## config.mk

```make
export PLATFORM = sky130hd
export DESIGN_NAME = control_unit_flat
export DESIGN_NICKNAME = d
export VERILOG_FILES = /design/src/rtl/control_unit_if.sv /design/src/rtl/control_unit.sv /design/src/flat_wrapper.sv
export SDC_FILE = /design/constraint.sdc
export NUM_CORES = 1
export LEC_CHECK = 0
export ABC_AREA = 1
export CORE_AREA = 2 2 105 107
export CTS_CLUSTER_SIZE = 8
export DETAILED_ROUTE_END_ITERATION = 10
export DIE_AREA = 0 0 107 109
export SLEW_MARGIN = 15
export SYNTH_ARGS = -nofsm -noshare
export SYNTH_HDL_FRONTEND = slang
export SYNTH_SLANG_ARGS = --single-unit
```

## constraint.sdc

```tcl
create_clock -name clk -period 2.3 [get_ports clk]
set_clock_uncertainty 0.2 [all_clocks]
set_input_delay 0.69 -clock clk [delete_from_list [all_inputs] [get_ports clk]]
set_output_delay 0.69 -clock clk [all_outputs]
set_load 0.01 [all_outputs]
```

## src/rtl/control_unit_if.sv

```systemverilog
// Datapath-side bus of the control unit: ROM fetch, register file ports and ALU handshake.
interface control_unit_if;
  logic [15:0] pc;
  logic [15:0] instruction;
  logic [2:0]  reg_read_address_1;
  logic [2:0]  reg_read_address_2;
  logic [15:0] reg_read_data_1;
  logic [15:0] reg_read_data_2;
  logic        reg_write_enable;
  logic [2:0]  reg_write_destination;
  logic        wb_sel;
  logic [15:0] imm;
  logic [1:0]  alu_op;
  logic        alu_start;
  logic        alu_done;

  modport master (
    output pc, reg_read_address_1, reg_read_address_2, reg_write_enable,
           reg_write_destination, wb_sel, imm, alu_op, alu_start,
    input  instruction, reg_read_data_1, reg_read_data_2, alu_done
  );

  modport slave (
    input  pc, reg_read_address_1, reg_read_address_2, reg_write_enable,
           reg_write_destination, wb_sel, imm, alu_op, alu_start,
    output instruction, reg_read_data_1, reg_read_data_2, alu_done
  );
endinterface

```

## src/rtl/control_unit.sv

```systemverilog
// Multicycle sequencer: FETCH/DECODE/EXECUTE/WAIT/WRITEBACK over a 16-bit ISA, sticky HALT.
module control_unit #(
  parameter int PROG_WORDS = 15
) (
  input  logic           clk,
  input  logic           rst_n,
  input  logic           run,
  control_unit_if.master bus,
  output logic           halted,
  output logic           fault
);
  typedef enum logic [2:0] {
    S_IDLE, S_FETCH, S_DECODE, S_EXEC, S_WAIT, S_WB, S_HALT
  } state_t;

  localparam logic [3:0] OP_NOP = 4'h0, OP_ADD = 4'h1, OP_SUB = 4'h2, OP_MUL = 4'h3,
                         OP_LDI = 4'h4, OP_BEQ = 4'h5, OP_HLT = 4'hF;

  state_t      state, state_n;
  logic [15:0] pc_q, pc_n, ir, ir_n;
  logic        fault_n;
  logic [3:0]  op;
  logic        is_alu, in_range, br_eq;
  logic [15:0] pc_inc, br_tgt;

  assign op       = ir[15:12];
  assign is_alu   = (op == OP_ADD) || (op == OP_SUB) || (op == OP_MUL);
  assign in_range = {1'b0, pc_q[15:1]} < 16'(PROG_WORDS);
  assign br_eq    = (bus.reg_read_data_1 == bus.reg_read_data_2);
  assign pc_inc   = pc_q + 16'd2;
  // Word offset scaled to bytes; 16-bit wrap is intentional and caught by the fetch range check.
  assign br_tgt   = pc_inc + {{9{ir[5]}}, ir[5:0], 1'b0};

  always_ff @(posedge clk or negedge rst_n) begin
    if (!rst_n) begin
      state <= S_IDLE;
      pc_q  <= '0;
      ir    <= '0;
      fault <= 1'b0;
    end else begin
      state <= state_n;
      pc_q  <= pc_n;
      ir    <= ir_n;
      fault <= fault_n;
    end
  end

  always_comb begin
    state_n = state;
    pc_n    = pc_q;
    ir_n    = ir;
    fault_n = fault;
    case (state)
      S_IDLE:   if (run) state_n = S_FETCH;
      S_FETCH: begin
        if (!in_range) begin
          state_n = S_HALT;
          fault_n = 1'b1;
        end else begin
          ir_n    = bus.instruction;
          state_n = S_DECODE;
        end
      end
      S_DECODE: state_n = S_EXEC;
      S_EXEC: begin
        case (op)
          OP_NOP: begin
            pc_n    = pc_inc;
            state_n = S_FETCH;
          end
          OP_ADD, OP_SUB, OP_MUL: state_n = S_WAIT;
          OP_LDI: state_n = S_WB;
          OP_BEQ: begin
            pc_n    = br_eq ? br_tgt : pc_inc;
            state_n = S_FETCH;
          end
          OP_HLT: state_n = S_HALT;
          default: begin
            state_n = S_HALT;
            fault_n = 1'b1;
          end
        endcase
      end
      S_WAIT:   if (bus.alu_done) state_n = S_WB;
      S_WB: begin
        pc_n    = pc_inc;
        state_n = S_FETCH;
      end
      S_HALT:   state_n = S_HALT;
      default:  state_n = S_IDLE;
    endcase
  end

  // Decoded outputs come only from ir so they stay stable from DECODE through WRITEBACK.
  always_comb begin
    bus.reg_read_address_1 = 3'd0;
    bus.reg_read_address_2 = 3'd0;
    bus.imm                = 16'd0;
    bus.alu_op             = 2'd0;
    if (is_alu) begin
      bus.reg_read_address_1 = ir[8:6];
      bus.reg_read_address_2 = ir[5:3];
    end else if (op == OP_BEQ) begin
      bus.reg_read_address_1 = ir[11:9];
      bus.reg_read_address_2 = ir[8:6];
    end
    if (op == OP_LDI) bus.imm = {7'd0, ir[8:0]};
    if (op == OP_SUB) bus.alu_op = 2'd1;
    else if (op == OP_MUL) bus.alu_op = 2'd2;
  end

  assign bus.pc                    = pc_q;
  assign bus.reg_write_destination = ir[11:9];
  assign bus.wb_sel                = (op == OP_LDI);
  assign bus.reg_write_enable      = (state == S_WB);
  assign bus.alu_start             = (state == S_EXEC) && is_alu;
  assign halted                    = (state == S_HALT);
endmodule

```

## src/flat_wrapper.sv

```systemverilog
// flat-port wrapper written by rule: the top's interface ports become plain ports
module control_unit_flat 
#(
  parameter int PROG_WORDS = 15
)
  (clk, rst_n, run, halted, fault, bus_pc, bus_reg_read_address_1, bus_reg_read_address_2, bus_reg_write_enable, bus_reg_write_destination, bus_wb_sel, bus_imm, bus_alu_op, bus_alu_start, bus_instruction, bus_reg_read_data_1, bus_reg_read_data_2, bus_alu_done);
  control_unit_if bus_i ();
  input  logic clk;
  input  logic rst_n;
  input  logic run;
  output logic halted;
  output logic fault;
  output wire logic [$bits(bus_i.pc)-1:0] bus_pc;
  output wire logic [$bits(bus_i.reg_read_address_1)-1:0] bus_reg_read_address_1;
  output wire logic [$bits(bus_i.reg_read_address_2)-1:0] bus_reg_read_address_2;
  output wire logic [$bits(bus_i.reg_write_enable)-1:0] bus_reg_write_enable;
  output wire logic [$bits(bus_i.reg_write_destination)-1:0] bus_reg_write_destination;
  output wire logic [$bits(bus_i.wb_sel)-1:0] bus_wb_sel;
  output wire logic [$bits(bus_i.imm)-1:0] bus_imm;
  output wire logic [$bits(bus_i.alu_op)-1:0] bus_alu_op;
  output wire logic [$bits(bus_i.alu_start)-1:0] bus_alu_start;
  input wire logic [$bits(bus_i.instruction)-1:0] bus_instruction;
  input wire logic [$bits(bus_i.reg_read_data_1)-1:0] bus_reg_read_data_1;
  input wire logic [$bits(bus_i.reg_read_data_2)-1:0] bus_reg_read_data_2;
  input wire logic [$bits(bus_i.alu_done)-1:0] bus_alu_done;
  assign bus_pc = bus_i.pc;
  assign bus_reg_read_address_1 = bus_i.reg_read_address_1;
  assign bus_reg_read_address_2 = bus_i.reg_read_address_2;
  assign bus_reg_write_enable = bus_i.reg_write_enable;
  assign bus_reg_write_destination = bus_i.reg_write_destination;
  assign bus_wb_sel = bus_i.wb_sel;
  assign bus_imm = bus_i.imm;
  assign bus_alu_op = bus_i.alu_op;
  assign bus_alu_start = bus_i.alu_start;
  assign bus_i.instruction = bus_instruction;
  assign bus_i.reg_read_data_1 = bus_reg_read_data_1;
  assign bus_i.reg_read_data_2 = bus_reg_read_data_2;
  assign bus_i.alu_done = bus_alu_done;
  control_unit #(.PROG_WORDS(PROG_WORDS)) u_core (.clk(clk), .rst_n(rst_n), .run(run), .bus(bus_i), .halted(halted), .fault(fault));
endmodule
```

==> run summary, run 1 <==
Outcome - complete, but fails checks
Failing checks - setup timing
I/O pin count - 100
Arrival time at the worst endpoint - 2.57 ns
Total gr overflow - 0
Core Util, Final - 57.39%
Reg clk slew, reported paths - 0.08 ns
Main combinational cell family by area after synthesis - simple AND/OR/NAND/NOR gates
IO buf count - 91
Post-Synth XOR/XNOR Area - 3.613%
Post-route ant nets - 0
Worst EP required - 2.28 ns
Critical-path top delay cell - dfrtp_2
Number of synthesized flops with an enable pin - 0
Worst-path fanout max - 5
GRT Total Usage - 20.02%
PD cells - 1389 mW/mm^2
Cell breakdown of the critical path - ha_4 -> nand3_4 -> nor2_4 -> nand4_1 -> xor2_2 -> inv_2 -> ha_4 -> a21oi_2 -> o21ai_1 -> nor2_1 -> nand2_1 -> nand2_1 -> nand3_1 -> nand2_1 -> nand2_1
Final setup TNS - -2.539 ns
DR iter-0 viols - 179
Pwr Total - 8.450 mW
Die height - 109 um
Synth async-reset ratio - 100.0%
Tightest Pin Transition - 0.5266 ns
Max Clock Freq - 385.6 MHz
CTS Buf Count - 5
Most common cell after layout, fill and taps aside - nand2_1
WP buf/inv - 1
Detail Placement HPWL - 8.738 mm
Setup violators final - 12
Main synth FF type - dfrtp_1
Clk sink count - 35
Syn_area_per_cell - 6.194 sq um
Worst Slack Setup Final - -0.2933 ns
Residual DRC - 0
Vias - 4226
Mapped Area - 0.003636 sq mm
Seq/Total Area, Yosys - 24.09%
Skew-Pair Late Insertion Delay - 0.29 ns
Critical Path End Type - flop
Fin crit share - 112.8%
H-tree depth - 2
Critical path launch point type - flop
Fillers - 981
# Max-Cap Violations - 0
Post-synthesis adder-cell area fraction - 7.089%
TritonCTS clock tree - yes
Syn-to-layout area delta - 67.34%
Layout Nets - 851
Core Region - 0.01060 sq mm
Per-cell routed wire length - 13.13 um
Max stage delay on crit path - 0.46 ns
Row cnt - 38
Layout cells sized above 1 - 37.05%
Drt total wl - 12.08 mm
Die ar. - 0.01166 sq mm
Clock period minus worst slack - 2.593 ns
Syn. warnings - 0
Minimum hold slack - 0.1223 ns
Global-route wire length before repair - 18.78 mm
Most Frequent Cell on Critical Path - nand2_1
CTS max path bufs - 2
Number of global-route vias before repair - 4096
Leak - 3.160 nW
Distinct cells, synth - 38
Fin. Hold Viols - 0
Kind of critical path - flop to flop
Synth Area in Compound Gates - 8.775%
Simple-Gate Fraction of Synth Area - 40.23%
TritonRoute pass-1 iters - 4
Number of synthesized register bits - 35
Slew margin rel. - 64.60%
Starting density of the core - 34.29%
Max VDD drop - 0.6015 mV
Most frequent cells in the layout - nand2_1 (174), buf_4 (94), inv_1 (92)
Antenna diodes - 0
Vias per inst - 4.593
Post-Syn Instances - 587
Post-synthesis mux area share - 0%
Largest net degree at the start of global routing - 33
Chip width - 107 um
RD Place Congestion - 0.8803
RSZ-0062 raised after global routing - true
Clock Tree Root - clkbuf_8
Crit-path leading delay family - simple AND/OR/NAND/NOR gates
Class of the worst hold path - input port to async pin
Max Slew Vio Count - 0
Initial antenna violation count - 0
## metal layers
metal | global-route usage, % | vias to the layer above | part of all wire (%)
li1 | - | 2156 | -
met3 | 4.065 | 20 | 5.6
met2 | 34.80 | 132 | 48
met5 | 0 | - | 0
met4 | 6.030 | 0 | 2.5
met1 | 25.08 | 1918 | 44
## Yosys cell counts (3+ instances only)
library cell | number | area share, %
buf_6 | 7 | 2.2
a21oi_2 | 13 | 3.1
o21ai_2 | 4 | 0.96
ha_1 | 19 | 6.5
buf_4 | 11 | 2.3
nor2_1 | 65 | 6.7
nor2_2 | 9 | 1.5
nor3_1 | 6 | 0.83
nand2_1 | 200 | 21
nand3_1 | 35 | 4.8
nand3_2 | 3 | 0.83
xnor2_1 | 3 | 0.72
nand4_1 | 6 | 1.0
o22ai_1 | 4 | 0.69
xor2_1 | 12 | 2.9
a21oi_1 | 15 | 2.1
o21ai_0 | 10 | 1.4
inv_1 | 106 | 11
dfrtp_1 | 35 | 24
## kinds of logic after synthesis
group / after synthesis
AOI/OAI and AO/OA: 49
xor gates and xnor gates: 15
adders and majority gates: 20
buffers and inverters: 130
DFF: 35
other: 1
and+or+nand+nor: 337
## where the power goes
part / internal (mW) / total [mW] / leakage [nW] / switching, mW
sequential: 0.905 / 1.17 / 0.419 / 0.262
clock: 0.245 / 0.508 / 0.0474 / 0.263
combinational: 3.28 / 6.78 / 2.69 / 3.50
## metrics by stage
stage / cells / instance area (sq um) / setup slack (ns)
2_1_floorplan: 594 / 3691 / -0.1303
3_3_place_gp: 894 / 5276 / -0.4033
3_5_place_dp: 894 / 5276 / -0.3792
4_1_cts: 911 / 5672 / -0.2722
5_1_grt: 920 / 6085 / -0.4640
6_report: 920 / 6085 / -0.2933
## state kept, by name, indices dropped and copies added (netlist names)
| name | cells |
|---|---|
| u_core.state | 3 |
| u_core.ir | 16 |
| u_core.bus.pc | 15 |
| u_core.fault | 1 |
## final cells by class
| class | count | area [sq um] | area share [%] |
|---|---|---|---|
| clock inverters | 2 | 16.27 | 0.2673 |
| well taps | 140 | 175.2 | 2.879 |
| inverters | 111 | 421.7 | 6.930 |
| flip-flops and latches | 35 | 882.1 | 14.50 |
| repair buffers | 197 | 1710 | 28.11 |
| multi-input cells | 429 | 2796 | 45.96 |
| clock buffers | 6 | 82.58 | 1.357 |
## worst reg2reg max path: cells and delay by family, from the launching register on
family                   cells  cell delay, ns
AO/OA/AOI/OAI                2            0.26
AND/OR/NAND/NOR              9            0.80
adder cells (fa/ha/maj)      2            0.43
flip-flops                   1            0.46
XOR/XNOR                     1            0.22
buffers and inverters        1            0.10
## final timing paths
| path | from | end | slack (ns) | depth (start not counted) |
|---|---|---|---|---|
| max | u_core.bus.pc[1] | u_core.bus.pc[14] | -0.29 | 15 |
| min | rst_n | u_core.bus.pc[7] | 0.12 | 1 |
| max reg2reg | u_core.bus.pc[1] | u_core.bus.pc[14] | -0.29 | 15 |
| min reg2reg | u_core.fault | u_core.fault | 0.30 | 2 |
| max in group asynchronous | rst_n | u_core.ir[4] | 1.24 | 2 |
| min in group clk | u_core.fault | u_core.fault | 0.30 | 2 |
## what timing repair did
action                                  CTS  global route
cloned                                    0             1
setup buffers                             9             8
endpoints found under the hold margin     0             0
endpoints found under the setup margin   33            39
pin swaps                                28            36
hold buffers                              0             0
gates resized for setup                 136           108
No activity file was read; power rests on OpenSTA's default activity.
==> inputs of run 2 (changes only) <==
Settings changed: ABC_CLOCK_PERIOD_IN_PS set to 2850.
Clock period 2.3 ns to 2.85 ns, I/O delays scaled along.
==> run 2 against run 1 <==
The run now ends clean. Final cell count down 6.1%. Utilization down 7.2 points. Via count down 6.9%. Cell area down 12%. Largest cell class unchanged. Highest routed layer unchanged.
==> run summary, run 2 (same netlist as run 1, synthesis figures left out) <==
Outcome - complete, no violations
CTS Buf Count - 5 (unchanged)
Number of global-route vias before repair - 3904 (-4.7%)
Max Clock Freq - 362.3 MHz
Leak - 2.849 nW (-9.8%)
Max reg flops - 16 (unchanged)
Max VDD drop - 0.4854 mV (-19%)
Largest register by flop count - u_core.ir
Reg-to-reg endpoint - u_core.bus.pc[12]
Worst EP required - 1.80 ns (-0.48 ns)
Setup slack, reg-to-reg - 0.16 ns (+0.45 ns)
Drt total wl - 11.15 mm (-7.7%)
Antenna diodes - 0 (unchanged)
Per-cell routed wire length - 12.91 um (-1.7%)
Starting density of the core - 34.29% (unchanged)
Layout Nets - 795 (-6.6%)
Tightest Pin Transition - 0.6021 ns (+0.07548 ns)
Vias per inst - 4.554 (-0.85%)
Fin crit share - 96.85%
# Max-Cap Violations - 0 (unchanged)
Most common cell after layout, fill and taps aside - nand2_1
Syn-to-layout area delta - 46.49%
IO buf count - 91 (unchanged)
R2r worst-path depth - 19 (+4)
Reg clk slew, reported paths - 0.08 ns (about the same)
Worst hold stages - 2
DR iter-0 viols - 226 (+26%)
Clock period minus worst slack - 2.760 ns
TritonRoute pass-1 iters - 5 (+1)
Launching point of the worst reg2reg path - u_core.bus.pc[1]
Global-route wire length before repair - 18.15 mm (-3.4%)
Worst hold endpoint - u_core.fault
Setup violators final - 0 (-12)
Residual DRC - 0 (unchanged)
Chip width - 107 um (unchanged)
Skew-Pair Late Insertion Delay - 0.29 ns (about the same)
RD Place Congestion - 0.9145 (+3.9%)
Slew margin rel. - 59.86% (-4.7 points)
Dpl ws - -0.1097 ns (+0.2694 ns)
Largest net degree at the start of global routing - 29 (-12%)
Post-route ant nets - 0 (unchanged)
PD cells - 1046 mW/mm^2 (-25%)
GRT Total Usage - 19.55% (-0.47 points)
Row cnt - 38 (unchanged)
Die height - 109 um (unchanged)
Worst-path fanout max - 4 (-1)
CP startpoint - u_core.ir[13]
Vias - 3935 (-6.9%)
CTS max path bufs - 2 (unchanged)
Die ar. - 0.01166 sq mm (unchanged)
Critical path launch point type - flop
Total gr overflow - 0 (unchanged)
Layout cells sized above 1 - 19.20% (-18 points)
I/O pin count - 100 (unchanged)
H-tree depth - 2 (unchanged)
Worst Slack Setup Final - 0.08982 ns (+0.3831 ns)
Class of the worst hold path - flop to flop
Clk sink count - 35 (unchanged)
Initial antenna violation count - 0 (unchanged)
TritonCTS clock tree - yes
Pwr Total - 5.574 mW (-34%)
Core Region - 0.01060 sq mm (unchanged)
Clock Tree Root - clkbuf_8
Detail Placement HPWL - 9.007 mm (+3.1%)
Most frequent cells in the layout - nand2_1 (188), inv_1 (104), clkdlybuf4s50_1 (72)
Fin. Hold Viols - 0 (unchanged)
Min-delay src - u_core.fault
Max Slew Vio Count - 0 (unchanged)
Arrival time at the worst endpoint - 1.71 ns (-0.86 ns)
Kind of critical path - flop to primary output
Critical Path End Type - primary output
[run 2: worst max path at each step]
stage / to / slack [ns]
final: bus_alu_op[0] / 0.09
after global routing: u_core.bus.pc[12] / -0.04
after CTS: bus_reg_read_address_2[1] / 0.002
after detailed placement: u_core.bus.pc[13] / -0.11
after global placement: u_core.bus.pc[13] / -0.11
after floorplan: u_core.bus.pc[15] / 0.31
[run 2: layer usage]
| metal | wire, um | up-vias | track usage [%] | part of all wire (%) |
|---|---|---|---|---|
| met4 | 219 | 0 | 5.844 | 2.0 |
| met2 | 5467 | 93 | 34.94 | 49 |
| met5 | 0 | - | 0 | 0 |
| met3 | 481 | 22 | 2.690 | 4.3 |
| met1 | 4982 | 1764 | 24.53 | 45 |
| li1 | - | 2056 | - | - |
[run 2: cell type report]
type,instances,area (sq um)
Timing Repair inverter,1,8.758
Clock inverter,2,38.79
Multi-Input combinational cell,429,2450
Fill cell,1059,5276
Timing Repair Buffer,140,1270
Tap cell,140,175.2
Clock buffer,6,82.58
Sequential cell,35,877.1
Inverter,111,424.2
[run 2: worst max-delay path, cell delays in order (launching register included)]
cell and delay (ns):
dfrtp_1 0.33, clkinv_1 0.13, buf_4 0.19, nor3_1 0.19, clkdlybuf4s50_1 0.57
[run 2: timing repair]
action | in CTS | in global routing
setup buffers | 2 | 1
endpoints found under the hold margin | 0 | 0
hold buffers | 0 | 0
cloned | 1 | 0
setup endpoints to repair | 20 | 13
resized for setup | 32 | 43
pin swaps | 4 | 10
[run 2: metrics by stage]
stage | cells | TNS [ns] | area (sq um) | hold slack (ns) | util (%)
after global routing | 864 | -0.08947 | 5326 | 0.3250 | 50.24
after floorplan | 594 | 0 | 3662 | 0.2788 | -
after global placement | 852 | -0.1940 | 4922 | 0.2718 | 46.42
after detailed placement | 852 | -0.2602 | 4922 | 0.2703 | 46.42
after CTS | 863 | 0 | 5097 | 0.2903 | 48.08
final | 864 | 0 | 5326 | 0.2812 | 50.24
[run 2: report_power, final]
group | internal [mW] | switching (mW)
clock network | 0.288 | 0.190
registers | 0.726 | 0.221
logic | 1.80 | 2.35
total | 2.82 | 2.76
==> inputs of run 3 (changes only) <==
Settings changed: ABC_AREA 1 to not set, CORE_AREA 2 2 105 107 to 2 2 98 100, DIE_AREA 0 0 107 109 to 0 0 100 102, SLEW_MARGIN 15 to not set.
==> run 3 against run 2 <==
The run now ends with setup timing left. Via count down 18%. Sequential share of layout area up 0.80 points. Register-to-register slack worse by 0.24 ns. Worst setup slack worse by 0.17 ns. Synthesized area down 14%. Wire length down 12%. Synthesized cell count down 38%. Critical path depth up 9. Critical path type is now flop to flop.
==> run summary, run 3 <==
Max reg flops - 16 (unchanged)
Launching point of the worst reg2reg path - u_core.bus.pc[1]
Syn-to-layout area delta - 63.36%
Reg clk slew, reported paths - 0.08 ns (about the same)
Post-place instance area - 0.004586 sq mm (-6.8%)
Drt total wl - 9.796 mm (-12%)
Kind of critical path - flop to flop
Minimum hold slack - 0.2921 ns (+0.01091 ns)
Max stage delay on crit path - 0.46 ns (-0.11 ns)
Most frequent cells in the layout - buf_4 (88), clkdlybuf4s50_1 (43), dlygate4sd2_1 (34)
RD Place Congestion - 0.8397 (-8.2%)
Placed cell count - 608 (-29%)
Leak - 2.393 nW (-16%)
Starting density of the core - 34.38% (+0.089 points)
Synth async-reset ratio - 100.0% (unchanged)
Crit. path cell count - 13 (+9)
Fin crit share - 102.8% (+5.9 points)
Number of global-route vias before repair - 3362 (-14%)
Critical path launch point type - flop
Final setup TNS - -0.2152 ns (-0.2152 ns)
Worst Slack Setup Final - -0.07934 ns (-0.1692 ns)
Post-route ant nets - 0 (unchanged)
Syn_area_per_cell - 8.651 sq um (+40%)
Max Slew Vio Count - 0 (unchanged)
Reg-to-reg endpoint - u_core.bus.pc[12]
Worst-path fanout max - 5 (+1)
Arrival time at the worst endpoint - 2.94 ns (+1.23 ns)
Vias per inst - 4.984 (+9.4%)
Initial antenna violation count - 0 (unchanged)
Skew-Pair Late Insertion Delay - 0.30 ns (about the same)
Total gr overflow - 0 (unchanged)
Largest net degree at the start of global routing - 36 (+24%)
Area leader, netlist - dfrtp_1
CTS Buf Count - 5 (unchanged)
Clock period minus worst slack - 2.929 ns (+0.1692 ns)
Met2 WL post-DR - 4.906 mm (-10%)
Die ar. - 0.01020 sq mm (-13%)
R2r worst-path depth - 13 (-6)
Final std cells w/o fill - 644 (-25%)
Distinct cells, synth - 52 (+37%)
Setup slack, reg-to-reg - -0.08 ns (-0.24 ns)
Chip width - 100 um (-6.5%)
Largest register by flop count - u_core.ir
Crit-path leading delay family - compound AO/OA/AOI/OAI gates
Outcome - complete, but fails checks
PD cells - 214.7 mW/mm^2 (-79%)
Commonest cells in the netlist - dfrtp_1 (35), nor2_1 (34), xnor2_1 (27)
Cell breakdown of the critical path - ha_4 -> nand3_4 -> nor2_2 -> xor2_1 -> ha_1 -> a21o_1 -> a21o_1 -> a211oi_2 -> o21ai_1 -> a21oi_2 -> buf_4 -> xor2_2 -> o31ai_1
Top-area cell type share of the netlist area - 27.97% (+3.9 points)
Worst EP required - 2.86 ns (+1.06 ns)
CTS max path bufs - 2 (unchanged)
Global-route wire length before repair - 16.08 mm (-11%)
Die height - 102 um (-6.4%)
Core Util, Final - 56.17% (+5.9 points)
Critical-path top delay cell - dfrtp_2
Number of synthesized register bits - 35 (unchanged)
TritonCTS clock tree - yes
Clk sink count - 35 (unchanged)
IO buf count - 91 (unchanged)
Top post-synthesis cells by area - dfrtp_1 (28%), ha_1 (7.6%), xnor2_1 (7.6%)
Core Region - 0.009109 sq mm (-14%)
GRT Total Usage - 19.85% (+0.30 points)
RSZ-0062 raised after global routing - true
H-tree depth - 2 (unchanged)
I/O pin count - 100 (unchanged)
Failing checks - setup timing
WL met3 - 550 um (+14%)
Final Cell Area - 0.005116 sq mm (-3.9%)
Dpl ws - -0.5876 ns (-0.4779 ns)
Number of synthesized flops with an enable pin - 0 (unchanged)
Detail Placement HPWL - 7.218 mm (-20%)
Layout cells sized above 1 - 33.02% (+14 points)
Max Used Layer - met4
Clock Tree Root - clkbuf_8
Count leader, synth - dfrtp_1
Setup violators final - 3 (+3)
Layout Nets - 604 (-24%)
Seq/Total Area, Yosys - 27.97% (+3.9 points)
WP buf/inv - 1 (-2)
Worst hold stages - 1 (-1)
Pwr Total - 1.098 mW (-80%)
Per-cell routed wire length - 15.21 um (+18%)
TritonRoute pass-1 iters - 5 (unchanged)
Mapped Area - 0.003132 sq mm (-14%)
Fin. Hold Viols - 0 (unchanged)
Residual DRC - 0 (unchanged)
Crit path to - u_core.bus.pc[12]
Max VDD drop - 0.1825 mV (-62%)
Syn. warnings - 0 (unchanged)
Row cnt - 35 (-7.9%)
Class of the worst hold path - flop to flop
Vias - 3210 (-18%)
DR iter-0 viols - 92 (-59%)
Most common cell after layout, fill and taps aside - buf_4
Most Frequent Cell on Critical Path - a21o_1
Main synth FF type - dfrtp_1
Post-Syn Instances - 362 (-38%)
CP startpoint - u_core.bus.pc[1]
Critical Path End Type - flop
Max Clock Freq - 341.4 MHz (-5.8%)
# Max-Cap Violations - 0 (unchanged)
Antenna diodes - 0 (unchanged)
Met1 WL - 4.222 mm (-15%)
## run 3: cell types whose count changed in the layout (fill, tap and decap cells not counted), sizes merged, moves of 7 or more
cell	delta
clkbuf	+12
inv	-97
clkdlybuf4s50	-29
buf	+44
nor2	-42
mux2	+16
dlygate4sd2	+19
nand3	-29
xnor2	+27
nand2	-179
a21oi	-7
## run 3: how the worst min path moves through the flow
stage / start / endpoint / slack [ns]
after floorplan: u_core.ir[0] / u_core.ir[0] / 0.28
final: u_core.fault / u_core.fault / 0.29
after CTS: u_core.fault / u_core.fault / 0.29
after global placement: u_core.fault / u_core.fault / 0.26
after global routing: u_core.fault / u_core.fault / 0.32
after detailed placement: u_core.fault / u_core.fault / 0.26
## run 3: metal layers
metal | up-vias | global-route usage [%]
li1 | 1606 | -
met1 | 1510 | 24.07
met2 | 83 | 36.28
met4 | 0 | 4.110
met3 | 11 | 4.446
met5 | - | 0
## run 3: timing repair
item,CTS,global route
resized for setup,85,54
setup endpoints to repair,31,19
setup buffers,21,6
hold buffers,0,0
gates cloned,1,1
pin swaps,39,28
## run 3: worst reg2reg max path: cells and delay by family (launching register included)
| kind | cells | cell delay [ns] |
|---|---|---|
| compound gates | 6 | 1.02 |
| flops | 1 | 0.46 |
| fa+ha+maj | 2 | 0.46 |
| xor+xnor | 2 | 0.33 |
| simple gates | 2 | 0.22 |
| buf+inv | 1 | 0.15 |
## run 3: area by class of cell
cell class | count | area [sq um]
Fill cell | 836 | 3993
Sequential cell | 35 | 883.3
Inverter | 13 | 48.80
Tap cell | 111 | 138.9
Clock buffer | 8 | 100.1
Timing Repair Buffer | 184 | 1565
Multi-Input combinational cell | 293 | 2380
## run 3: kinds of logic after synthesis
kind of cell / synth area share (%)
AOI/OAI and AO/OA: 15.54
xor gates and xnor gates: 12.47
adders and majority gates: 8.230
buffers and inverters: 6.552
DFF: 27.97
muxes: 7.671
other: 0.1197
and+or+nand+nor: 21.45
## run 3: power breakdown
part           leakage [nW]  switching (mW)  internal, mW  total (mW)
sequential            0.410               0         0.496       0.496
clock                0.0515           0.201         0.221       0.422
combinational          1.93          0.0653         0.115       0.180
total                  2.39           0.266         0.832        1.10
